===== src/rtl/branch_control_unit.sv =====
// rtl/branch_control_unit.sv - hardwired fetch/decode/execute sequencer for the CPU datapath
// Optional: CTRL_STRICT_DECODE_EN traps undefined opcodes in an ILLEGAL state.
module branch_control_unit #(
  parameter logic [4:0] ALU_ADD = 5'b00001,
  parameter logic [4:0] OP_ADDI = 5'b01100,
  parameter logic [4:0] OP_BR   = 5'b10011,
  parameter logic [4:0] OP_JR   = 5'b10100,
  parameter logic [4:0] OP_JAL  = 5'b10101,
  parameter logic [4:0] OP_NOP  = 5'b11010,
  parameter logic [4:0] OP_HALT = 5'b11011
) (
  input  logic        clk,
  input  logic        clr,
  input  logic [31:0] IR,
  input  logic        CON_FF_Out,
  output logic        PCout,
  output logic        PCin,
  output logic        IncPC,
  output logic        MARin,
  output logic        MDRin,
  output logic        MDRout,
  output logic        MDRread,
  output logic        IRin,
  output logic        Yin,
  output logic        Zin,
  output logic        ZLowout,
  output logic        Gra,
  output logic        Grb,
  output logic        Rin,
  output logic        Rout,
  output logic        Cout,
  output logic        CON_FF_In,
  output logic        R15in,
  output logic [4:0]  ALUSelection,
  output logic        run,
  output logic        illegal
);

  typedef enum logic [4:0] {
    S_IDLE,
    S_T0,
    S_T1,
    S_T2,
    S_DEC,
    S_BR3,
    S_BR4,
    S_BR5,
    S_BR6,
    S_JR3,
    S_JAL3,
    S_JAL4,
    S_AD3,
    S_AD4,
    S_AD5,
`ifdef CTRL_STRICT_DECODE_EN
    S_ILLEGAL,
`endif
    S_HALT
  } state_t;

  state_t state, state_next;

  logic [4:0] opcode;
  logic       unused_ir;

  assign opcode    = IR[31:27];
  assign unused_ir = ^IR[26:0];

  always_ff @(posedge clk) begin
    if (clr) state <= S_IDLE;
    else     state <= state_next;
  end

  // Opcode is only looked at in DEC; IR is free to change elsewhere.
  always_comb begin
    state_next = state;
    unique case (state)
      S_IDLE: state_next = S_T0;
      S_T0:   state_next = S_T1;
      S_T1:   state_next = S_T2;
      S_T2:   state_next = S_DEC;
      S_DEC: begin
        if      (opcode == OP_BR)   state_next = S_BR3;
        else if (opcode == OP_JR)   state_next = S_JR3;
        else if (opcode == OP_JAL)  state_next = S_JAL3;
        else if (opcode == OP_ADDI) state_next = S_AD3;
        else if (opcode == OP_HALT) state_next = S_HALT;
        else if (opcode == OP_NOP)  state_next = S_T0;
        else begin
`ifdef CTRL_STRICT_DECODE_EN
          state_next = S_ILLEGAL;
`else
          state_next = S_T0;
`endif
        end
      end
      S_BR3:  state_next = S_BR4;
      S_BR4:  state_next = S_BR5;
      S_BR5:  state_next = S_BR6;
      S_BR6:  state_next = S_T0;
      S_JR3:  state_next = S_T0;
      S_JAL3: state_next = S_JAL4;
      S_JAL4: state_next = S_T0;
      S_AD3:  state_next = S_AD4;
      S_AD4:  state_next = S_AD5;
      S_AD5:  state_next = S_T0;
`ifdef CTRL_STRICT_DECODE_EN
      S_ILLEGAL: state_next = S_ILLEGAL;
`endif
      S_HALT: state_next = S_HALT;
      default: state_next = S_IDLE;
    endcase
  end

  always_comb begin
    PCout        = 1'b0;
    PCin         = 1'b0;
    IncPC        = 1'b0;
    MARin        = 1'b0;
    MDRin        = 1'b0;
    MDRout       = 1'b0;
    MDRread      = 1'b0;
    IRin         = 1'b0;
    Yin          = 1'b0;
    Zin          = 1'b0;
    ZLowout      = 1'b0;
    Gra          = 1'b0;
    Grb          = 1'b0;
    Rin          = 1'b0;
    Rout         = 1'b0;
    Cout         = 1'b0;
    CON_FF_In    = 1'b0;
    R15in        = 1'b0;
    ALUSelection = 5'b00000;
    run          = 1'b1;
    illegal      = 1'b0;
    unique case (state)
      S_IDLE: run = 1'b0;
      S_T0: begin
        PCout = 1'b1;
        MARin = 1'b1;
        IncPC = 1'b1;
        Zin   = 1'b1;
      end
      S_T1: begin
        ZLowout = 1'b1;
        PCin    = 1'b1;
        MDRread = 1'b1;
        MDRin   = 1'b1;
      end
      S_T2: begin
        MDRout = 1'b1;
        IRin   = 1'b1;
      end
      S_DEC: ;
      S_BR3: begin
        Gra       = 1'b1;
        Rout      = 1'b1;
        CON_FF_In = 1'b1;
      end
      S_BR4: begin
        PCout = 1'b1;
        Yin   = 1'b1;
      end
      S_BR5: begin
        Cout         = 1'b1;
        ALUSelection = ALU_ADD;
        Zin          = 1'b1;
      end
      // Branch target is committed only if the condition flop was set in BR3.
      S_BR6: begin
        ZLowout = 1'b1;
        PCin    = CON_FF_Out;
      end
      S_JR3: begin
        Gra  = 1'b1;
        Rout = 1'b1;
        PCin = 1'b1;
      end
      S_JAL3: begin
        PCout = 1'b1;
        R15in = 1'b1;
      end
      S_JAL4: begin
        Gra  = 1'b1;
        Rout = 1'b1;
        PCin = 1'b1;
      end
      S_AD3: begin
        Grb  = 1'b1;
        Rout = 1'b1;
        Yin  = 1'b1;
      end
      S_AD4: begin
        Cout         = 1'b1;
        ALUSelection = ALU_ADD;
        Zin          = 1'b1;
      end
      S_AD5: begin
        ZLowout = 1'b1;
        Gra     = 1'b1;
        Rin     = 1'b1;
      end
`ifdef CTRL_STRICT_DECODE_EN
      S_ILLEGAL: begin
        run     = 1'b0;
        illegal = 1'b1;
      end
`endif
      S_HALT: run = 1'b0;
      default: run = 1'b0;
    endcase
  end

endmodule

===== config.mk =====
export PLATFORM = sky130hd
export DESIGN_NAME = branch_control_unit
export DESIGN_NICKNAME = d
export VERILOG_FILES = /design/src/rtl/branch_control_unit.sv
export SDC_FILE = /design/constraint.sdc
export NUM_CORES = 1
export LEC_CHECK = 0
export CAP_MARGIN = 0
export CORE_UTILIZATION = 29
export CTS_CLUSTER_SIZE = 24
export DETAILED_ROUTE_END_ITERATION = 16
export HOLD_SLACK_MARGIN = 0.12
export MAX_ROUTING_LAYER = met4
export PLACE_DENSITY = 0.83
export SLEW_MARGIN = 40
export SYNTH_ARGS = -nofsm -noshare
export SYNTH_HDL_FRONTEND = slang
export SYNTH_SLANG_ARGS = --single-unit

===== constraint.sdc =====
create_clock -name clk -period 1.4 [get_ports clk]
set_input_delay 0.28 -clock clk [delete_from_list [all_inputs] [get_ports clk]]
set_output_delay 0.28 -clock clk [all_outputs]
set_load 0.005 [all_outputs]

# After elaboration in Yosys (flattened, before gate mapping)
# Index checks and enable logic that the tools add are counted.
[word_totals] ff_bits=5 input_bits=35 output_inout_bits=25
[classes] reduce_logical=11 eq_ne=20 n_mux=23
[ops] operator="one-hot mux 4 bit (12 select lines)" count=1
[ops] operator="equality test 5 x 4 -> 1 bit (second input constant)" count=9
[ops] operator="equality test 5 x 3 -> 1 bit (second input constant)" count=4
[ops] operator="equality test 5 bit (second input constant)" count=4
[ops] operator="two-way mux 4 bit" count=5
[ops] operator="two-way mux 1 bit" count=16
[ops] operator="OR reduction 14 bit" count=1
[ops] operator="OR reduction 3 bit" count=4
[ops] operator="equality test 5 x 2 -> 1 bit (second input constant)" count=2
[ops] operator="OR reduction 4 bit" count=2
[ops] operator="equality test 5 x 1 -> 1 bit (second input constant)" count=1
[ops] operator="logical NOT 5 bit" count=1
[ops] operator="OR reduction 5 bit" count=1
[ops] operator="OR reduction 2 bit" count=2
[ops] operator="one-hot mux 1 bit (2 select lines)" count=1

# Depth between registers and ports, before layout
# Gate-level depths: netlist of the first run.
[logic_depth] depth_word=7 ltp_mapped=6

# Least setup slack after synthesis of the first run
# OpenSTA, ideal clock, no wires.
[synth_path] path_type="register to output" startpoint="reg state[0]" endpoint="out PCout" arrival_ns=1.158 setup_slack_ns=-0.038 n_path_buf=0 path_stages_with_launch=4 path_cell_list="dfxtp_1 clkinv_1 nor4_1 o21bai_1"
[synth_between] elab_chain_cells=3 elab_cells_between_ends=5 cone_classes="eq/ne: 3; mux: 1; reduce/logical: 1"
[synth_lines] element="from (decl)" line_no="61" source="state_t state, state_next;"
[synth_lines] element="from (signal assigned)" line_no="71" source="else state <= state_next;"
[synth_lines] element="equality test 5 x 4 -> 1 bit, or another cell as far along" line_no="137" source="unique case (state)"
[synth_lines] element="OR reduction 3 bit (no line) *"
[synth_lines] element="two-way mux 1 bit *" line_no="137"
[synth_lines] element="to (decl)" line_no="16" source="output logic PCout,"
# Mark *: on every way between the ends. The rest lies on a longest branch, timed or not.

# Worst setup path after layout of the first run
[layout_path] startpoint="reg state[2]" endpoint="out PCout"
# The elaborated chain is that of the path after synthesis.

==> flow_summary.toml, run 1 <==
[outcome]
outcome = "finished with violations"
violations = "negative setup slack"

[sta]
slew_viol_final = 0
rsz0062_at_grt = "yes"
finalHoldViolCount = 0
fin_crit_sh_pct = 118
min_period_ns = 1.66
layout_setup_ws_ns = -0.257
skew_ns = 0.00157
max_freq_mhz = 603
setup_viol_count_final = 20

[route]
drc = 0
routed_wl_um = 2500
wl_per_cell_um = 14.1
viasPerCell = 5.13
drtPass1Iterations = 4
ant_nets = 0
via_count = 908
drt_iter0_drc = 6

[placement]
place_congestion = 0.813
port-buffer-count = 27
postPlaceCellArea_um2 = 1040
place_hpwl_um = 1420

[cells_and_area]
drive_above_1_share_pct = 62.7
antennaDiodeCount = 0
nFillCells = 155
nNetsFinal = 187
top_register = "state"
largest_reg_flops = 4
final_area_um2 = 1310
syn_to_final_growth_pct = 119
reg.largest.list = "state (4)"

[critical_path]
endpoint_kind = "output port"
crit_path_frequent_cell = "buf_6"
crit_path_max_fanout = 6
path_cells = "buf_6, buf_6, nor4_4, buf_4, o21bai_1, buf_2"
crit_path_max_incr_delay_ns = 0.31
crit_type = "reg -> out"
worstPathRequired_ns = 1.12
cp.arrival_ns = 1.38
startpoint_type = "flop"
reg2regPathDepth = 5
cp_slowest_cell = "dfxtp_2"

[power_and_ir_drop]
ir_drop_v = 0.000258
leakage_nw = 0.612
power_density_nw_per_um2 = 516
power_uw = 674

[logic_synthesis]
ys_seq_area_share_pct = 13.4
async_flop_share_pct = 0
ys.flop_type = "dfxtp_1"
synthDominantCellAreaShare_pct = 13.4
synth_seq_cells = 4
synth_warnings = 0
synth_cells = 88
synth_cell_type_count = 36
synth_edf_count = 0
avgSynthCellArea_um2 = 6.80
syn_area_um2 = 598
synthTopCellsByArea = "dfxtp_1 (13%), buf_4 (11%), nand2b_1 (5.2%)"
synthTopCellsByCount = "buf_4 (9), nand2_1 (8), nor2_1 (8), a21oi_1 (5), nand2b_1 (5)"
yosys.area.top_type = "dfxtp_1"
yosysMostFrequentCell = "buf_4"

[clock_network]
tritoncts = "yes"
htreeDepth = 1
cts_made_buffers = 3
root_buffer = "clkbuf_4"
clock_path_buffers = 2
clock_sinks = 4
clkTransAtPathRegs_ns = 0.04
cts_hold_buf = 0
worstSkewPairLatency_ns = 0.24

[die]
row_count = 16
io_pins = 60
initial_core_util_pct = 30.8
die_h_um = 47.4
fp.dieW_um = 47.4
core_um2 = 1940
dieArea_um2 = 2250

[global_route]
grt_pass1_wl_um = 3450
grt_pass1_vias = 823
track_usage_pct = 23.2
antenna_found_initial = 0
overflow = 0
grt_max_degree = 10

[min_path]
holdPathStages = 3
hp-class = "reg -> reg"

[job]
cap_violations = 0
## timing repair
action                                  CTS  global route
endpoints found under the setup margin   21            23
pin swaps                                13            12
hold endpoints to repair                  0             0
gates resized for setup                 111            21
gates cloned                              0             0
setup buffers                            11             6
## where the power goes
part	switching, mW	internal [mW]	total, mW
Combinational	0.170	0.225	0.395
Sequential	0.00883	0.123	0.131
Clock	0.0510	0.0961	0.147
Total	0.230	0.444	0.674
## routing by layer
metal	global-route usage (%)	wire length (um)	share of wire, %	vias up
met4	19.4	146	5.8	0
met3	1.13	93	3.7	14
met1	21.0	877	35	430
li1	-	-	-	426
met5	-	0	0	-
met2	43.6	1380	55	38
## through the flow
step	setup slack, ns	util [%]	instances	hold slack (ns)	setup TNS [ns]
floorplan	-0.000281	-	92	0.349	-0.000281
global placement	-0.429	53.4	159	0.655	-6.18
detailed placement	-0.474	53.4	159	0.667	-7.04
CTS	-0.290	63.8	173	0.675	-3.35
global route	-0.319	67.3	177	0.724	-4.16
finish	-0.257	67.3	177	0.684	-3.17
## worst paths after layout
path	slack, ns	endpoint	startpoint
hold reg to reg	0.68	state[1]$_SDFF_PP0_	state[1]$_SDFF_PP0_
setup / recovery	-0.26	PCout	state[2]$_SDFF_PP0_
hold / removal	0.68	state[1]$_SDFF_PP0_	state[1]$_SDFF_PP0_
setup reg to reg	-0.09	state[2]$_SDFF_PP0_	state[3]$_SDFF_PP0_
## cells by family after synthesis
logic type | synth area share (%)
compound gates | 23.0
other cells | 0.627
xor+xnor | 4.39
buf+inv | 18.8
flops | 13.4
simple gates | 39.8
## layout by cell type (no fill, tap or decap), drive strengths merged
master and n:
o211ai 1, xor2 1, xnor2 2, nand3b 1, or2 1, nor3 3
a21o 4, inv 2, buf 63, a21oi 5, o21ai 4, a311oi 1
nor4b 1, clkdlybuf4s50 7, dfxtp 4, nand3 2, nand2b 5, nor4bb 1
and3b 1, and4b 2, or3b 2, conb 5, o21bai 1, nor4 2
nor2 8, nor2b 1, nor3b 2, a31o 1, clkbuf 3, nand4b 1
nand2 8, a31oi 2, dlygate4sd2 1, a221oi 2
## final cells by class
cell class                      instances  area (um^2)  share of cell area, %
Clock buffer                            3         22.5                   1.72
Inverter                                2         10.0                  0.766
Tap cell                               27         33.8                   2.58
Timing Repair Buffer                   71          586                   44.8
Multi-Input combinational cell         70          569                   43.5
Sequential cell                         4         86.3                   6.60
## critical path: cells and delay by family (launching register included)
family | cells | cell delay [ns]
DFF | 1 | 0.31
buffers and inverters | 4 | 0.50
AOI/OAI and AO/OA | 1 | 0.08
and+or+nand+nor | 1 | 0.23
(Power assumes the default switching activity.)
==> inputs of run 2 (changes only) <==
--- a/config.mk
+++ b/config.mk
@@ -6,12 +6,12 @@
 export NUM_CORES = 1
 export LEC_CHECK = 0
 export CAP_MARGIN = 0
-export CORE_UTILIZATION = 29
+export CORE_UTILIZATION = 31
 export CTS_CLUSTER_SIZE = 24
 export DETAILED_ROUTE_END_ITERATION = 16
 export HOLD_SLACK_MARGIN = 0.12
 export MAX_ROUTING_LAYER = met4
-export PLACE_DENSITY = 0.83
+export PLACE_DENSITY = 0.88
 export SLEW_MARGIN = 40
 export SYNTH_ARGS = -nofsm -noshare
 export SYNTH_HDL_FRONTEND = slang
==> constraint.sdc (replaced) <==
create_clock -name clk -period 2.05 [get_ports clk]
set_input_delay 0.41 -clock clk [delete_from_list [all_inputs] [get_ports clk]]
set_output_delay 0.41 -clock clk [all_outputs]
set_load 0.005 [all_outputs]
==> run 2 against run 1 <==
  * The flow now finishes without violations
  * Count of clock-buffer cells in the layout unchanged
  * Critical path depth fell by 2
  * Combinational power is 57% lower
  * Cell count down 20%
  * Core utilization decreased by 13 points
  * Via count fell by 21%
  * Register-to-register slack gained 0.72 ns
  * Clock skew grew 0.0012 ns
  * Power fell by 46%
  * Sequential cell count stayed put
  * Clock power down 29%
==> flow_summary.toml, run 2 (synthesized netlist as in run 1, its figures left out) <==
[clock_network]
clock_path_buffers = 2
worstSkewPairLatency_ns = 0.25
cts_hold_buf = 0
cts_made_buffers = 3
root_buffer = "clkbuf_4"
clkTransAtPathRegs_ns = 0.04
htreeDepth = 1
postCtsSetupBuffers = 0
tritoncts = "yes"
clock_sinks = 4

[route]
routed_wl_um = 1640
viasPerCell = 5.04
drc = 0
ant_nets = 0
wl_per_cell_um = 11.6
via_count = 716
drtPass1Iterations = 4
drt_iter0_drc = 7

[power_and_ir_drop]
leakage_nw = 0.464
power_density_nw_per_um2 = 376
power_uw = 362
ir_drop_v = 0.000148

[critical_path]
endpoint_kind = "output port"
crit_start = "state[1]$_SDFF_PP0_"
timing.rr.start = "state[2]$_SDFF_PP0_"
crit_path_max_incr_delay_ns = 0.48
crit_path_max_fanout = 4
path_cells = "or3b_2, a21o_1, o21ai_0, dlygate4sd2_1"
startpoint_type = "flop"
worstPathRequired_ns = 1.64
crit_type = "reg -> out"
cp_slowest_cell = "or3b_2"
cp.arrival_ns = 1.56

[sta]
slew_viol_final = 0
fin_crit_sh_pct = 96.3
setup_viol_count_final = 0
rsz0062_at_grt = "no"
skew_ns = 0.00282
min_period_ns = 1.97
layout_setup_ws_ns = 0.0755
finalHoldViolCount = 0
max_freq_mhz = 506

[cells_and_area]
drive_above_1_share_pct = 23.1
final_cell_mix = "clkdlybuf4s50_1 (15), dlygate4sd2_1 (9), nor2_1 (8), buf_4 (8), nand2_1 (6)"
top_register = "state"
reg.largest.list = "state (4)"
antennaDiodeCount = 0
nNetsFinal = 154
final_common_cell = "clkdlybuf4s50_1"
largest_reg_flops = 4
layoutNonFillerInstCount = 142
syn_to_final_growth_pct = 60.7

[global_route]
grt_max_degree = 16
overflow = 0
antenna_found_initial = 0
grt_pass1_vias = 592
track_usage_pct = 16.7
grt_pass1_wl_um = 2420

[die]
row_count = 15
die_h_um = 45.9
core_um2 = 1760
initial_core_util_pct = 33.9
fp.dieW_um = 45.9
dieArea_um2 = 2110
io_pins = 60

[min_path]
min_from = "state[0]$_SDFF_PP0_"
hp-class = "reg -> reg"

[placement]
port-buffer-count = 27
dp_slack_ns = -0.0709
place_hpwl_um = 1230
dp.cells = 139
place_congestion = 0.907

[outcome]
outcome = "complete, no violations"

[job]
cap_violations = 0
run 2: stage by stage:
stage               instance area [um^2]  utilization [%]  TNS (ns)  hold slack, ns
finish                               961             54.5         0           0.667
floorplan                            613                -         0           0.479
global placement                     892             50.6   -0.0608           0.652
global route                         961             54.5         0           0.726
detailed placement                   892             50.6   -0.0709           0.658
CTS                                  925             52.4   -0.0265           0.656
run 2: power breakdown:
part | leakage, nW | internal (mW) | switching (mW)
combinational | 0.416 | 0.0915 | 0.0770
clock | 0.0138 | 0.0659 | 0.0380
sequential | 0.0342 | 0.0840 | 0.00531
run 2: critical path, delay by kind of cell (launching register included):
kind            cells  cell delay, ns
simple gates        1            0.48
flops               1            0.34
compound gates      2            0.25
buf+inv             1            0.25
run 2: final timing paths:
kind / to / slack (ns) / depth (start not counted)
worst min-delay path: state[1]$_SDFF_PP0_ / 0.67 / 3
worst max register to register: state[2]$_SDFF_PP0_ / 0.63 / 4
worst max-delay path: Gra / 0.08 / 4
worst min register to register: state[1]$_SDFF_PP0_ / 0.67 / 3
run 2: layout make-up:
type	count	area, um^2
fillers	183	803
clock buffers	3	22.5
inverters	2	7.51
repair buffers	38	360
well taps	25	31.3
multi-input cells	70	455
flip-flops and latches	4	83.8
run 2: repair_timing:
action / in CTS / in global routing
setup endpoints to repair: 16 / 9
pin swaps: 2 / 0
resized for setup: 15 / 11
run 2: layer usage:
metal | GRT usage, % | vias up | routed length, um
met5 | - | - | 0
met4 | 14.7 | 0 | 61
met3 | 1.59 | 6 | 82
met2 | 26.5 | 28 | 845
met1 | 18.3 | 325 | 652
li1 | - | 357 | -
==> inputs of run 3 (changes only) <==
--- a/config.mk
+++ b/config.mk
@@ -12,6 +12,7 @@
 export HOLD_SLACK_MARGIN = 0.12
 export MAX_ROUTING_LAYER = met4
 export PLACE_DENSITY = 0.88
+export SKIP_LAST_GASP = 1
 export SLEW_MARGIN = 40
 export SYNTH_ARGS = -nofsm -noshare
 export SYNTH_HDL_FRONTEND = slang
==> run 3 against run 2 <==
  * The run now ends with negative setup slack left
  * Die area did not move
  * Cell area decreased by 0.65%
  * Global-route usage down 0.58 points
  * Fmax fell by 6.0%
  * Setup slack got worse by 0.13 ns
  * Power decreased by 0.28%
  * Critical path depth is the same
  * Largest power group unchanged
==> flow_summary.toml, run 3 (synthesized netlist as in run 1, its figures left out) <==
[outcome]
outcome = "finished with violations"
violations = "negative setup slack"

[cells_and_area]
largest_reg_flops = 4
syn_to_final_growth_pct = 59.6
nNetsFinal = 154
antennaDiodeCount = 0
final_area_um2 = 955
top_register = "state"
final_util_pct = 54.1
final_common_cell = "clkdlybuf4s50_1"
reg.largest.list = "state (4)"
final_cell_mix = "clkdlybuf4s50_1 (16), buf_4 (10), nor2_1 (8), nand2_1 (7), dlygate4sd2_1 (6)"
drive_above_1_share_pct = 20.5

[route]
routed_wl_um = 1640
drt_iter0_drc = 6
drc = 0
drtPass1Iterations = 4
viasPerCell = 4.99
via_count = 709
wl_per_cell_um = 11.6
ant_nets = 0

[placement]
place_hpwl_um = 1230
postPlaceCellArea_um2 = 892
port-buffer-count = 27
dp_slack_ns = -0.0709
place_congestion = 0.907

[critical_path]
path_cells = "buf_4, nor4_4, o21bai_1, clkdlybuf4s50_1"
crit_path_max_incr_delay_ns = 0.51
crit_type = "reg -> out"
worstPathRequired_ns = 1.64
cp.arrival_ns = 1.69
crit_path_max_fanout = 5
endpoint_kind = "output port"
startpoint_type = "flop"
cp_slowest_cell = "clkdlybuf4s50_1"

[die]
initial_core_util_pct = 33.9
dieArea_um2 = 2110
core_um2 = 1760
die_h_um = 45.9
row_count = 15
io_pins = 60
fp.dieW_um = 45.9

[sta]
finalHoldViolCount = 0
fin_tns_setup_ns = -0.0514
min_period_ns = 2.10
skew_ns = 0.00303
max_freq_mhz = 476
rsz0062_at_grt = "yes"
setup_viol_count_final = 1
layout_setup_ws_ns = -0.0514
fin_crit_sh_pct = 103
slew_viol_final = 0

[global_route]
grt_max_degree = 16
overflow = 0
track_usage_pct = 16.1
antenna_found_initial = 0
grt_pass1_wl_um = 2330
grt_pass1_vias = 571

[clock_network]
clock_path_buffers = 2
worstSkewPairLatency_ns = 0.25
cts_hold_buf = 0
cts_made_buffers = 3
clock_sinks = 4
tritoncts = "yes"
htreeDepth = 1
root_buffer = "clkbuf_4"
clkTransAtPathRegs_ns = 0.04

[power_and_ir_drop]
power_uw = 361
leakage_nw = 0.475
power_density_nw_per_um2 = 378
ir_drop_v = 0.000154

[job]
cap_violations = 0

[min_path]
hp-class = "reg -> reg"
-- run 3: path summary, 6_finish.rpt --
kind	start	endpoint	slack, ns	depth (start not counted)
worst max register to register	state[2]$_SDFF_PP0_	state[2]$_SDFF_PP0_	0.63	4
worst min register to register	state[0]$_SDFF_PP0_	state[1]$_SDFF_PP0_	0.66	3
worst min-delay path	state[0]$_SDFF_PP0_	state[1]$_SDFF_PP0_	0.66	3
worst max-delay path	state[1]$_SDFF_PP0_	PCout	-0.05	4
-- run 3: metrics by stage --
step,hold WS (ns),cells
4_1_cts,0.656,142
3_5_place_dp,0.658,139
2_1_floorplan,0.479,92
3_3_place_gp,0.652,139
5_1_grt,0.715,142
6_report,0.656,142
-- run 3: area by class of cell --
class | instances | area, um^2
fill | 185 | 810
multi-input combinational | 70 | 448
timing repair buffer | 38 | 362
sequential | 4 | 83.8
tap | 25 | 31.3
clock buffer | 3 | 22.5
inverter | 2 | 7.51
-- run 3: metal layers --
metal,share of wire (%),up-vias,track usage (%)
li1,-,356,-
met1,41,323,18.3
met2,50,24,24.8
met3,4.5,6,1.59
met4,3.6,0,14.1
met5,0,-,-
-- run 3: worst max-delay path: cells and delay by family (launching register included) --
family / cells / cell delay, ns
flops: 1 / 0.33
buf+inv: 2 / 0.67
compound gates: 1 / 0.15
simple gates: 1 / 0.30
-- run 3: where the power goes --
group	switching, mW	total, mW	internal, mW
clock	0.0382	0.104	0.0659
combinational	0.0761	0.168	0.0920
sequential	0.00454	0.0886	0.0840
total	0.119	0.361	0.242
-- run 3: repair_timing --
item / 4_1_cts / 5_1_grt
setup buffers: 0 / 0
pin swaps: 2 / 1
setup endpoints to repair: 16 / 11
gates resized for setup: 11 / 9
